==> config.mk <==
export PLATFORM = sky130hd
export DESIGN_NAME = counter_cmd_sequencer
export DESIGN_NICKNAME = d
export VERILOG_FILES = /design/src/rtl/counter_cmd_sequencer.sv
export SDC_FILE = /design/constraint.sdc
export NUM_CORES = 1
export LEC_CHECK = 0
export ABC_AREA = 1
export ABC_CLOCK_PERIOD_IN_PS = 1200
export CORE_MARGIN = 2
export CORE_UTILIZATION = 46
export DETAILED_ROUTE_END_ITERATION = 10
export PLACE_DENSITY = 0.86
export SYNTH_ARGS = -nofsm -noshare
export SYNTH_HDL_FRONTEND = slang
export SYNTH_SLANG_ARGS = --single-unit
==> constraint.sdc <==
create_clock -name clk -period 1.2 [get_ports clk]
set_input_delay 0.18 -clock clk [delete_from_list [all_inputs] [get_ports clk]]
set_output_delay 0.18 -clock clk [all_outputs]
set_load 0.1 [all_outputs]
==> src/rtl/counter_cmd_sequencer.sv <==
// counter_cmd_sequencer: turns LOAD/UP/DOWN/WAIT commands into load_n/ce/up_down/data_load
// pulses for a downstream up/down counter, with optional saturation at its max/zero flags.
module counter_cmd_sequencer #(
   parameter int WIDTH = 4,
   parameter int STEPW = 8
) (
   input  logic             clk,
   input  logic             rst_n,
   input  logic             cmd_valid,
   output logic             cmd_ready,
   input  logic [1:0]       cmd_op,
   input  logic [WIDTH-1:0] cmd_data,
   input  logic [STEPW-1:0] cmd_steps,
   input  logic             cmd_sat,
   output logic             load_n,
   output logic             ce,
   output logic             up_down,
   output logic [WIDTH-1:0] data_load,
   input  logic             max_count,
   input  logic             zero,
   output logic             busy,
   output logic             done,
   output logic [1:0]       status,
   output logic [STEPW-1:0] steps_done
);
   localparam logic [1:0] OP_LOAD = 2'b00, OP_UP = 2'b01, OP_DOWN = 2'b10, OP_WAIT = 2'b11;
   localparam logic [1:0] ST_OK = 2'b00, ST_MAX = 2'b01, ST_MIN = 2'b10;
   typedef enum logic [2:0] {S_IDLE, S_LOAD, S_RUN, S_WAIT, S_DONE} state_t;
   state_t           state_q, state_d;
   logic [1:0]       op_q, op_d, status_q, status_d;
   logic             sat_q, sat_d, up_down_q, up_down_d;
   logic [STEPW-1:0] remaining_q, remaining_d, steps_done_q, steps_done_d;
   logic [WIDTH-1:0] data_load_q, data_load_d;
   logic             accept, limit;
   assign accept = cmd_valid && state_q == S_IDLE;
   assign limit  = op_q == OP_UP ? max_count : zero;
   // ce reacts to the counter flag in the same cycle so saturation never overshoots
   assign ce         = state_q == S_RUN && !(sat_q && limit);
   assign load_n     = state_q != S_LOAD;
   assign busy       = state_q != S_IDLE;
   assign cmd_ready  = state_q == S_IDLE;
   assign done       = state_q == S_DONE;
   assign status     = status_q;
   assign steps_done = steps_done_q;
   assign up_down    = up_down_q;
   assign data_load  = data_load_q;
   always_comb begin
      state_d      = state_q;
      op_d         = op_q;
      sat_d        = sat_q;
      remaining_d  = remaining_q;
      steps_done_d = steps_done_q;
      status_d     = status_q;
      up_down_d    = up_down_q;
      data_load_d  = data_load_q;
      case (state_q)
         S_IDLE: if (accept) begin
            op_d         = cmd_op;
            sat_d        = cmd_sat;
            remaining_d  = cmd_steps;
            steps_done_d = '0;
            status_d     = ST_OK;
            data_load_d  = cmd_op == OP_LOAD ? cmd_data : data_load_q;
            up_down_d    = cmd_op == OP_UP ? 1'b1 : cmd_op == OP_DOWN ? 1'b0 : up_down_q;
            state_d      = cmd_op == OP_LOAD ? S_LOAD :
                           cmd_steps == '0   ? S_DONE :
                           cmd_op == OP_WAIT ? S_WAIT : S_RUN;
         end
         S_LOAD: state_d = S_DONE;
         S_RUN: if (ce) begin
            remaining_d  = remaining_q - 1'b1;
            steps_done_d = steps_done_q + 1'b1;
            state_d      = remaining_q == 1 ? S_DONE : S_RUN;
         end else begin
            status_d = op_q == OP_UP ? ST_MAX : ST_MIN;
            state_d  = S_DONE;
         end
         S_WAIT: begin
            remaining_d = remaining_q - 1'b1;
            state_d     = remaining_q == 1 ? S_DONE : S_WAIT;
         end
         S_DONE: state_d = S_IDLE;
         default: state_d = S_IDLE;
      endcase
   end
   always_ff @(posedge clk or negedge rst_n) begin
      if (!rst_n) begin
         state_q      <= S_IDLE;
         op_q         <= OP_LOAD;
         sat_q        <= 1'b0;
         remaining_q  <= '0;
         steps_done_q <= '0;
         status_q     <= ST_OK;
         up_down_q    <= 1'b0;
         data_load_q  <= '0;
      end else begin
         state_q      <= state_d;
         op_q         <= op_d;
         sat_q        <= sat_d;
         remaining_q  <= remaining_d;
         steps_done_q <= steps_done_d;
         status_q     <= status_d;
         up_down_q    <= up_down_d;
         data_load_q  <= data_load_d;
      end
   end
endmodule

==> results of run 1 <==
[metal layers]
metal,GRT usage (%),routed length [µm],up-vias
met4,20.66,647,0
met2,56.31,4073,185
met3,7.833,706,69
li1,-,-,989
met1,34.36,2717,1072
met5,0,0,-
[cell families after synthesis]
logic type	count (synthesis)	synth area share [%]
mux	1	0.6110
buf+inv	37	8.757
simple gates	145	37.75
flops	29	39.38
compound gates	28	8.486
xor+xnor	2	0.9506
fa+ha+maj	6	4.073
[registers in the layout, summed over array words and instances (netlist names)]
register     count
steps_done       8
remaining_q      8
sat_q            1
up_down          1
op_q             2
status           2
data_load        4
state_q          3
[synth_stat cells]
cell      count  share of area, %
a21oi_1       2              0.54
nor2_1       28               5.7
nor2_4        1              0.61
ha_1          6               4.1
nor2_8        1               1.1
or2_1         2              0.68
nand2_2       3               1.0
nand3_4       1              0.95
mux2_2        1              0.61
inv_2         1              0.20
inv_4         1              0.34
nand4_1       3               1.0
o21ai_0      20               5.4
xor2_1        2              0.95
or2_2         1              0.34
o21ai_2       4               1.9
o21ai_1       1              0.27
buf_6         2               1.2
nand3_2       3               1.6
nor3_1        2              0.54
nand3_1      22               6.0
dfrtp_1      29                39
nand2_4       3               1.8
nor2_2        1              0.34
nand4_4       1               1.2
clkinv_1      1              0.20
inv_1        30               6.1
buf_4         1              0.41
a31oi_1       1              0.34
buf_2         1              0.27
nand2_1      73                15
[placed cells by master, fill, tap and decap left out, drive strengths merged]
master / count
buf: 72
clkinvlp: 1
inv: 31
dfrtp: 29
or2: 3
a31oi: 1
nand4: 4
nand2: 80
a21oi: 2
clkinv: 1
ha: 6
clkdlybuf4s50: 19
nor3: 2
mux2: 1
o21ai: 25
clkbuf: 7
xor2: 2
nor2: 31
nand3: 27
bufinv: 1
[worst max-delay path, stage by stage, from the launching register on]
cell,delay (ns)
dfrtp_1,0.44
buf_6,0.15
nor2_4,0.15
nand2_8,0.11
buf_4,0.17
nor2_4,0.10
inv_1,0.08
nor2_1,0.15
nor2_1,0.08
a21oi_1,0.21
[layout make-up]
cell class | instances | area share, %
inverters | 33 | 4.357
multi-input cells | 184 | 37.09
repair buffers | 91 | 31.34
clock inverters | 1 | 0.8788
well taps | 50 | 1.831
clock buffers | 7 | 2.527
flip-flops and latches | 29 | 21.97
[power by group]
group	switching [mW]	internal (mW)	leakage [nW]
Clock	0.419	0.677	0.0585
Combinational	5.11	3.21	1.19
Sequential	0.470	1.37	0.358
[final timing paths]
check	cells after the start	endpoint
min in group clk	3	data_load[2]$_DFFE_PN0P_
max in group asynchronous	2	steps_done[0]$_DFFE_PN0P_
setup reg to reg	9	state_q[1]$_DFFE_PN0P_
hold reg to reg	2	status[0]$_DFFE_PN0P_
setup / recovery	9	state_q[1]$_DFFE_PN0P_
hold / removal	2	state_q[1]$_DFFE_PN0P_
[through the flow]
stage                     power (mW)  util [%]  worst slack (ns)  instances  hold WS (ns)
after global placement         7.870     73.31           -0.3531        364        0.4785
after CTS                      10.05     82.23           -0.4025        386        0.2667
after floorplan                5.915         -           -0.3877        248       -0.1156
after detailed placement       8.054     73.31           -0.4257        364        0.5203
after global routing           11.64     87.31           -0.5964        395        0.2697
final                          11.26     87.31           -0.5268        395        0.2533
[what timing repair did]
item,CTS,global route
pin swaps,9,15
resized for setup,30,37
hold endpoints to repair,0,0
buffers inserted,13,8
cloned,1,1
endpoints found under the setup margin,34,35
==> flow_summary.ini, run 1 <==
[place]
port_buffers = 39
dp_hpwl_um = 3736
postPlaceCellArea_um2 = 2869
globalplace.congestion = 0.8388

[final_layout]
drive_gt1_share_pct = 48.12
seqCellArea_um2 = 750.7
area_growth_pct = 85.40
multiInputGateArea_um2 = 1267
fin_area_um2 = 3417
diodes = 0
fillers = 165
fin_nets = 370

[sta]
rsz0062_at_grt = true
fmax_ghz = 0.5791
tns_ns = -12.55
worstMarginPinSlew_ns = 0.3838
slew_headroom_pct = 74.33
min_period_over_period_pct = 143.9
skew_ns = 0.01543
setup_slack_ns = -0.5268
setup_viol = 35
slew_viol_final = 0
hold_violations = 0
post-route-min-period_ns = 1.727

[floorplanning]
row_count = 23
dieArea_um2 = 4529
dieHeight_um = 67.30
core_area_um2 = 3914
io_pins = 40
die_w_um = 67.30
start_util_pct = 47.09

[routing]
drt_pass1_iterations = 5
routed_wl_um = 8145
num_vias = 2315
ant_nets = 0
drtIter0Drc = 257
drc = 0
post_drt_wl_per_cell_um = 20.62
vias_per_cell = 5.861

[setup_path]
worst_ep_arrival_time_ns = 1.93
critPathKind = reg -> reg
worst_ep_required_time_ns = 1.40
crit_fanout = 3
startpoint = state_q[2]$_DFFE_PN0P_
cp-start-kind = flip-flop
reg2reg_setup_slack_ns = -0.53
reg2reg_from = state_q[2]$_DFFE_PN0P_
critPathCaptureType = flip-flop

[synth]
synthesis.nets = 274
synth.yosys.warnings = 0
yosysSeqAreaShare_pct = 39.38
syn_area_um2 = 1843
synth.distinct_cells = 31
avgSynthCellArea_um2 = 7.432
synth_cells = 248
synth-seq-cells = 29

[power]
power_density_nw_per_um2 = 3295
p_leak_nw = 1.606
irDropWorstVdd_uv = 3129

[clocking]
path_clk_slew_ns = 0.08
root_buffer = clkbuf_8
cts_tree = done
cts_buffer_depth = 2
clock_sinks = 29
htree_levels = 2
holdBufCountCts = 0
cts_made_buffers = 5
clock_latency_ns = 0.30

[grt]
grt_pass1_wl_um = 10580
grtUsageTotal_pct = 32.13
grt_overflow = 0
grt_pass1_vias = 2183
grt_max_degree = 30
antenna_found_initial = 0

[run_status]
outcome = finished with violations
violations = negative setup slack

[min_path]
hp-class = in -> async

[flow_run]
drv_cap = 0
Note: power is estimated with default switching activity, not from simulation.
==> run 2, diff against run 1 <==
--- a/config.mk
+++ b/config.mk
@@ -11,6 +11,7 @@
 export CORE_UTILIZATION = 46
 export DETAILED_ROUTE_END_ITERATION = 10
 export PLACE_DENSITY = 0.86
+export SETUP_SLACK_MARGIN = 0.5
 export SYNTH_ARGS = -nofsm -noshare
 export SYNTH_HDL_FRONTEND = slang
 export SYNTH_SLANG_ARGS = --single-unit
==> flow_summary.ini, run 2 (synthesis gave the netlist of run 1 again) <==
[run_status]
outcome = finished with violations
violations = negative setup slack

[power]
pwr-share-seq_pct = 17.5
switching_share_pct = 54.22
finalPower_mw = 10.92
switchingPower_mw = 5.922
pwr-share-comb_pct = 74.3
p_int_mw = 5.001
p_leak_nw = 1.558
irDropWorstVdd_uv = 3001
power_density_nw_per_um2 = 3242
pwr-share-clk_pct = 8.2

[clocking]
clock_sinks = 29
holdBufCountCts = 0
htree_levels = 2
root_buffer = clkbuf_8
clock_latency_ns = 0.30
cts_tree = done
path_clk_slew_ns = 0.07
cts_buffer_depth = 2
cts_made_buffers = 5

[routing]
top_layer_used = met4
wl_met1_um = 2665
vias_per_cell = 5.980
ant_nets = 0
route.met3.wl_um = 806
drc = 0
route.met2.wl_um = 4098
drt_pass1_iterations = 7
num_vias = 2356
drtIter0Drc = 201
post_drt_wl_per_cell_um = 20.87
routed_wl_um = 8221

[setup_path]
crit_fanout = 2
critPathKind = reg -> out
worst_ep_arrival_time_ns = 1.45
rr_worst_depth = 9
worst_ep_required_time_ns = 1.02
cp-start-kind = flip-flop
critPathCaptureType = primary output

[flow_run]
drv_cap = 0

[sta]
fmax_ghz = 0.6148
skew_ns = 0.001774
slew_viol_final = 0
rsz0062_at_grt = true
worstMarginPinSlew_ns = 0.3213
setup_viol = 35
post-route-min-period_ns = 1.626
min_period_over_period_pct = 135.5
slew_headroom_pct = 78.36
hold_violations = 0
setup_slack_ns = -0.4264

[floorplanning]
dieHeight_um = 67.30
row_count = 23
io_pins = 40
start_util_pct = 47.09
die_w_um = 67.30
core_area_um2 = 3914
dieArea_um2 = 4529

[final_layout]
diodes = 0
drive_gt1_share_pct = 45.06
area_growth_pct = 82.82
mostFrequentLayoutCell = nand2_1
fin_nets = 369
stdcell_count = 394
mostFrequentLayoutCells = nand2_1, buf_4, inv_1, nor2_1, buf_12

[grt]
antenna_found_initial = 0
grt_overflow = 0
grtUsageTotal_pct = 32.96
grt_pass1_wl_um = 10830
grt_max_degree = 30
grt_pass1_vias = 2274

[place]
port_buffers = 39
dp_hpwl_um = 3923
globalplace.congestion = 0.8480
dp.cells = 364

[min_path]
hp-class = in -> async
run 2: through the flow:
stage	hold WS (ns)	setup slack (ns)	TNS (ns)	util [%]	cell area, µm²
after floorplan	-0.1156	-0.3877	-8.381	-	2034
after global placement	0.4764	-0.3517	-7.147	74.49	2915
after detailed placement	0.4981	-0.4226	-9.235	74.49	2915
after CTS	0.2517	-0.3408	-7.009	83.79	3279
after global routing	0.2721	-0.5139	-11.52	86.09	3369
final	0.2489	-0.4264	-9.784	86.09	3369
run 2: what timing repair did:
action,in CTS,in global routing
endpoints found under the hold margin,0,0
endpoints found under the setup margin,49,49
resized for setup,30,15
setup buffers,15,5
pin swaps,15,5
cloned,2,0
run 2: routing by layer:
layer	global-route usage (%)	vias to the layer above
met2	57.05	206
met3	8.333	72
met1	35.75	1097
met5	0	-
li1	-	981
met4	20.92	0
run 2: area by class of cell:
type,count,area [µm²]
multi-input cells,184,1215
repair buffers,90,1074
flip-flops and latches,29,784.5
fillers,180,544.3
inverters,33,143.9
clock buffers,8,90.09
well taps,50,62.56
run 2: worst paths after layout:
kind	start	endpoint	slack [ns]
worst max-delay path	op_q[1]$_DFFE_PN0P_	ce	-0.43
worst min register to register	op_q[1]$_DFFE_PN0P_	op_q[1]$_DFFE_PN0P_	0.53
worst min-delay path	rst_n	remaining_q[0]$_DFFE_PN0P_	0.25
max in group asynchronous	rst_n	status[0]$_DFFE_PN0P_	0.76
min in group clk	cmd_data[1]	data_load[1]$_DFFE_PN0P_	0.41
worst max register to register	state_q[2]$_DFFE_PN0P_	remaining_q[7]$_DFFE_PN0P_	-0.40
run 2: worst max-delay path, stage by stage (launching register included):
cell	delay (ns)
dfrtp_1	0.39
inv_2	0.09
nand2_4	0.06
nand2_4	0.08
nand3_4	0.07
nand2_4	0.11
clkinvlp_4	0.14
buf_12	0.19
run 2: power by group through the flow:
| stage | clock network, mW | registers (mW) | logic, mW |
|---|---|---|---|
| 4_1_cts | 0.866 | 1.85 | 7.28 |
| 5_1_grt | 0.932 | 1.92 | 8.40 |
| 2_1_floorplan | 0 | 2.67 | 3.32 |
| 3_3_place_gp | 0 | 1.80 | 6.19 |
| 3_5_place_dp | 0 | 1.83 | 6.38 |
| 6_report | 0.892 | 1.91 | 8.12 |
==> run 3, diff against run 2 <==
--- a/config.mk
+++ b/config.mk
@@ -8,10 +8,9 @@
 export ABC_AREA = 1
 export ABC_CLOCK_PERIOD_IN_PS = 1200
 export CORE_MARGIN = 2
-export CORE_UTILIZATION = 46
+export CORE_UTILIZATION = 45
 export DETAILED_ROUTE_END_ITERATION = 10
-export PLACE_DENSITY = 0.86
-export SETUP_SLACK_MARGIN = 0.5
+export PLACE_DENSITY = 0.85
 export SYNTH_ARGS = -nofsm -noshare
 export SYNTH_HDL_FRONTEND = slang
 export SYNTH_SLANG_ARGS = --single-unit
==> flow_summary.ini, run 3 (synthesis gave the netlist of run 1 again) <==
[place]
dp_hpwl_um = 3511
dp.cells = 365
globalplace.congestion = 0.8430
postPlaceCellArea_um2 = 2877
port_buffers = 39

[sta]
tns_ns = -12.34
setup_viol = 36
min_period_over_period_pct = 135.9
slew_headroom_pct = 58.75
hold_violations = 0
worstMarginPinSlew_ns = 0.6188
rsz0062_at_grt = true
slew_viol_final = 0
setup_slack_ns = -0.4313
post-route-min-period_ns = 1.631
skew_ns = 0.005764
fmax_ghz = 0.6130

[final_layout]
fin_nets = 374
fillers = 153
area_growth_pct = 95.11
diodes = 0
drive_gt1_share_pct = 53.58
mostFrequentLayoutCells = nand2_1, buf_12, nand2_2, buf_4, buf_6
stdcell_count = 399
fin_area_um2 = 3596
mostFrequentLayoutCell = nand2_1

[setup_path]
crit_fanout = 6
max_stage_delay_ns = 0.46
critPathCaptureType = flip-flop
worst_ep_arrival_time_ns = 1.86
cp_slowest_cell = dfrtp_2
rr_worst_depth = 9
crit_chain = nor2_4 > nand2_8 > inv_16 > buf_12 > nand2_8 > buf_6 > nand3_4 > nand3_4 > nand2_2
critPathKind = reg -> reg
cp-start-kind = flip-flop
worst_ep_required_time_ns = 1.43

[floorplanning]
dieHeight_um = 68.00
start_util_pct = 46.41
dieArea_um2 = 4623
die_w_um = 68.00
io_pins = 40
row_count = 23
core_area_um2 = 3971

[power]
power_density_nw_per_um2 = 3425
finalPower_mw = 12.32
p_leak_nw = 1.632
irDropWorstVdd_uv = 3671

[grt]
grtUsageTotal_pct = 36.50
antenna_found_initial = 0
grt_pass1_vias = 2396
grt_pass1_wl_um = 12010
grt_max_degree = 30
grt_overflow = 0

[routing]
drt_pass1_iterations = 8
num_vias = 2521
drtIter0Drc = 328
drc = 0
post_drt_wl_per_cell_um = 24.11
ant_nets = 0
routed_wl_um = 9619
vias_per_cell = 6.318

[clocking]
holdBufCountCts = 0
root_buffer = clkbuf_8
cts_tree = done
cts_buffer_depth = 2
clock_latency_ns = 0.29
cts_made_buffers = 5
path_clk_slew_ns = 0.07
clock_sinks = 29
htree_levels = 2

[run_status]
violations = negative setup slack
outcome = finished with violations

[min_path]
hp-class = in -> async

[flow_run]
drv_cap = 0
[run 3: changes by cell type in the layout (fill, tap and decap cells not counted), sizes merged]
cell | previous run | this run
buf | 71 | 75
nand2 | 80 | 81
dlygate4sd2 | 0 | 1
clkdlybuf4s50 | 19 | 18
[run 3: path summary, 6_finish.rpt]
check	startpoint	end	slack [ns]
setup / recovery	state_q[0]$_DFFE_PN0P_	remaining_q[5]$_DFFE_PN0P_	-0.43
hold / removal	rst_n	steps_done[1]$_DFFE_PN0P_	0.31
setup reg to reg	state_q[0]$_DFFE_PN0P_	remaining_q[5]$_DFFE_PN0P_	-0.43
hold reg to reg	status[1]$_DFFE_PN0P_	status[1]$_DFFE_PN0P_	0.58
max in group asynchronous	rst_n	steps_done[5]$_DFFE_PN0P_	0.71
min in group clk	cmd_data[1]	data_load[1]$_DFFE_PN0P_	0.43
[run 3: critical path, delay by kind of cell (launching register included)]
family | cells | cell delay [ns]
DFF | 1 | 0.46
buffers and inverters | 3 | 0.34
and+or+nand+nor | 6 | 0.75
[run 3: what timing repair did]
| item | in CTS | in global routing |
|---|---|---|
| endpoints found under the hold margin | 0 | 0 |
| gates cloned | 3 | 0 |
| pin swaps | 30 | 25 |
| setup endpoints to repair | 34 | 35 |
| buffers inserted | 19 | 7 |
| gates resized for setup | 71 | 40 |
[run 3: layer usage]
metal  vias to the layer above  GRT usage [%]  routed length [µm]
li1                        998              -                   -
met1                      1168          40.23                3152
met2                       273          60.68                4529
met3                        82          8.388                1056
met4                         0          27.75                 880
met5                         -              0                   0
[run 3: area by class of cell]
type                    instances  area, µm²  share of cell area [%]
multi-input cells             185       1355                   37.68
repair buffers                 94       1175                   32.67
flip-flops and latches         29      752.0                   20.91
inverters                      33      161.4                   4.489
clock buffers                   8      90.09                   2.505
well taps                      50      62.56                   1.740
[run 3: power by group]
group          leakage, nW  switching (mW)  total, mW  internal (mW)
clock               0.0455           0.419      0.887          0.468
sequential           0.357           0.531       1.90           1.37
combinational         1.23            5.71       9.53           3.82
total                 1.63            6.66       12.3           5.66
[run 3: metrics by stage]
stage	hold slack, ns	utilization (%)	worst slack [ns]
final	0.3064	90.55	-0.4313
after global routing	0.3222	90.55	-0.4896
after CTS	0.2624	85.63	-0.3449
after detailed placement	0.5255	72.43	-0.3846
after global placement	0.4763	72.43	-0.3506
after floorplan	-0.1156	-	-0.3877
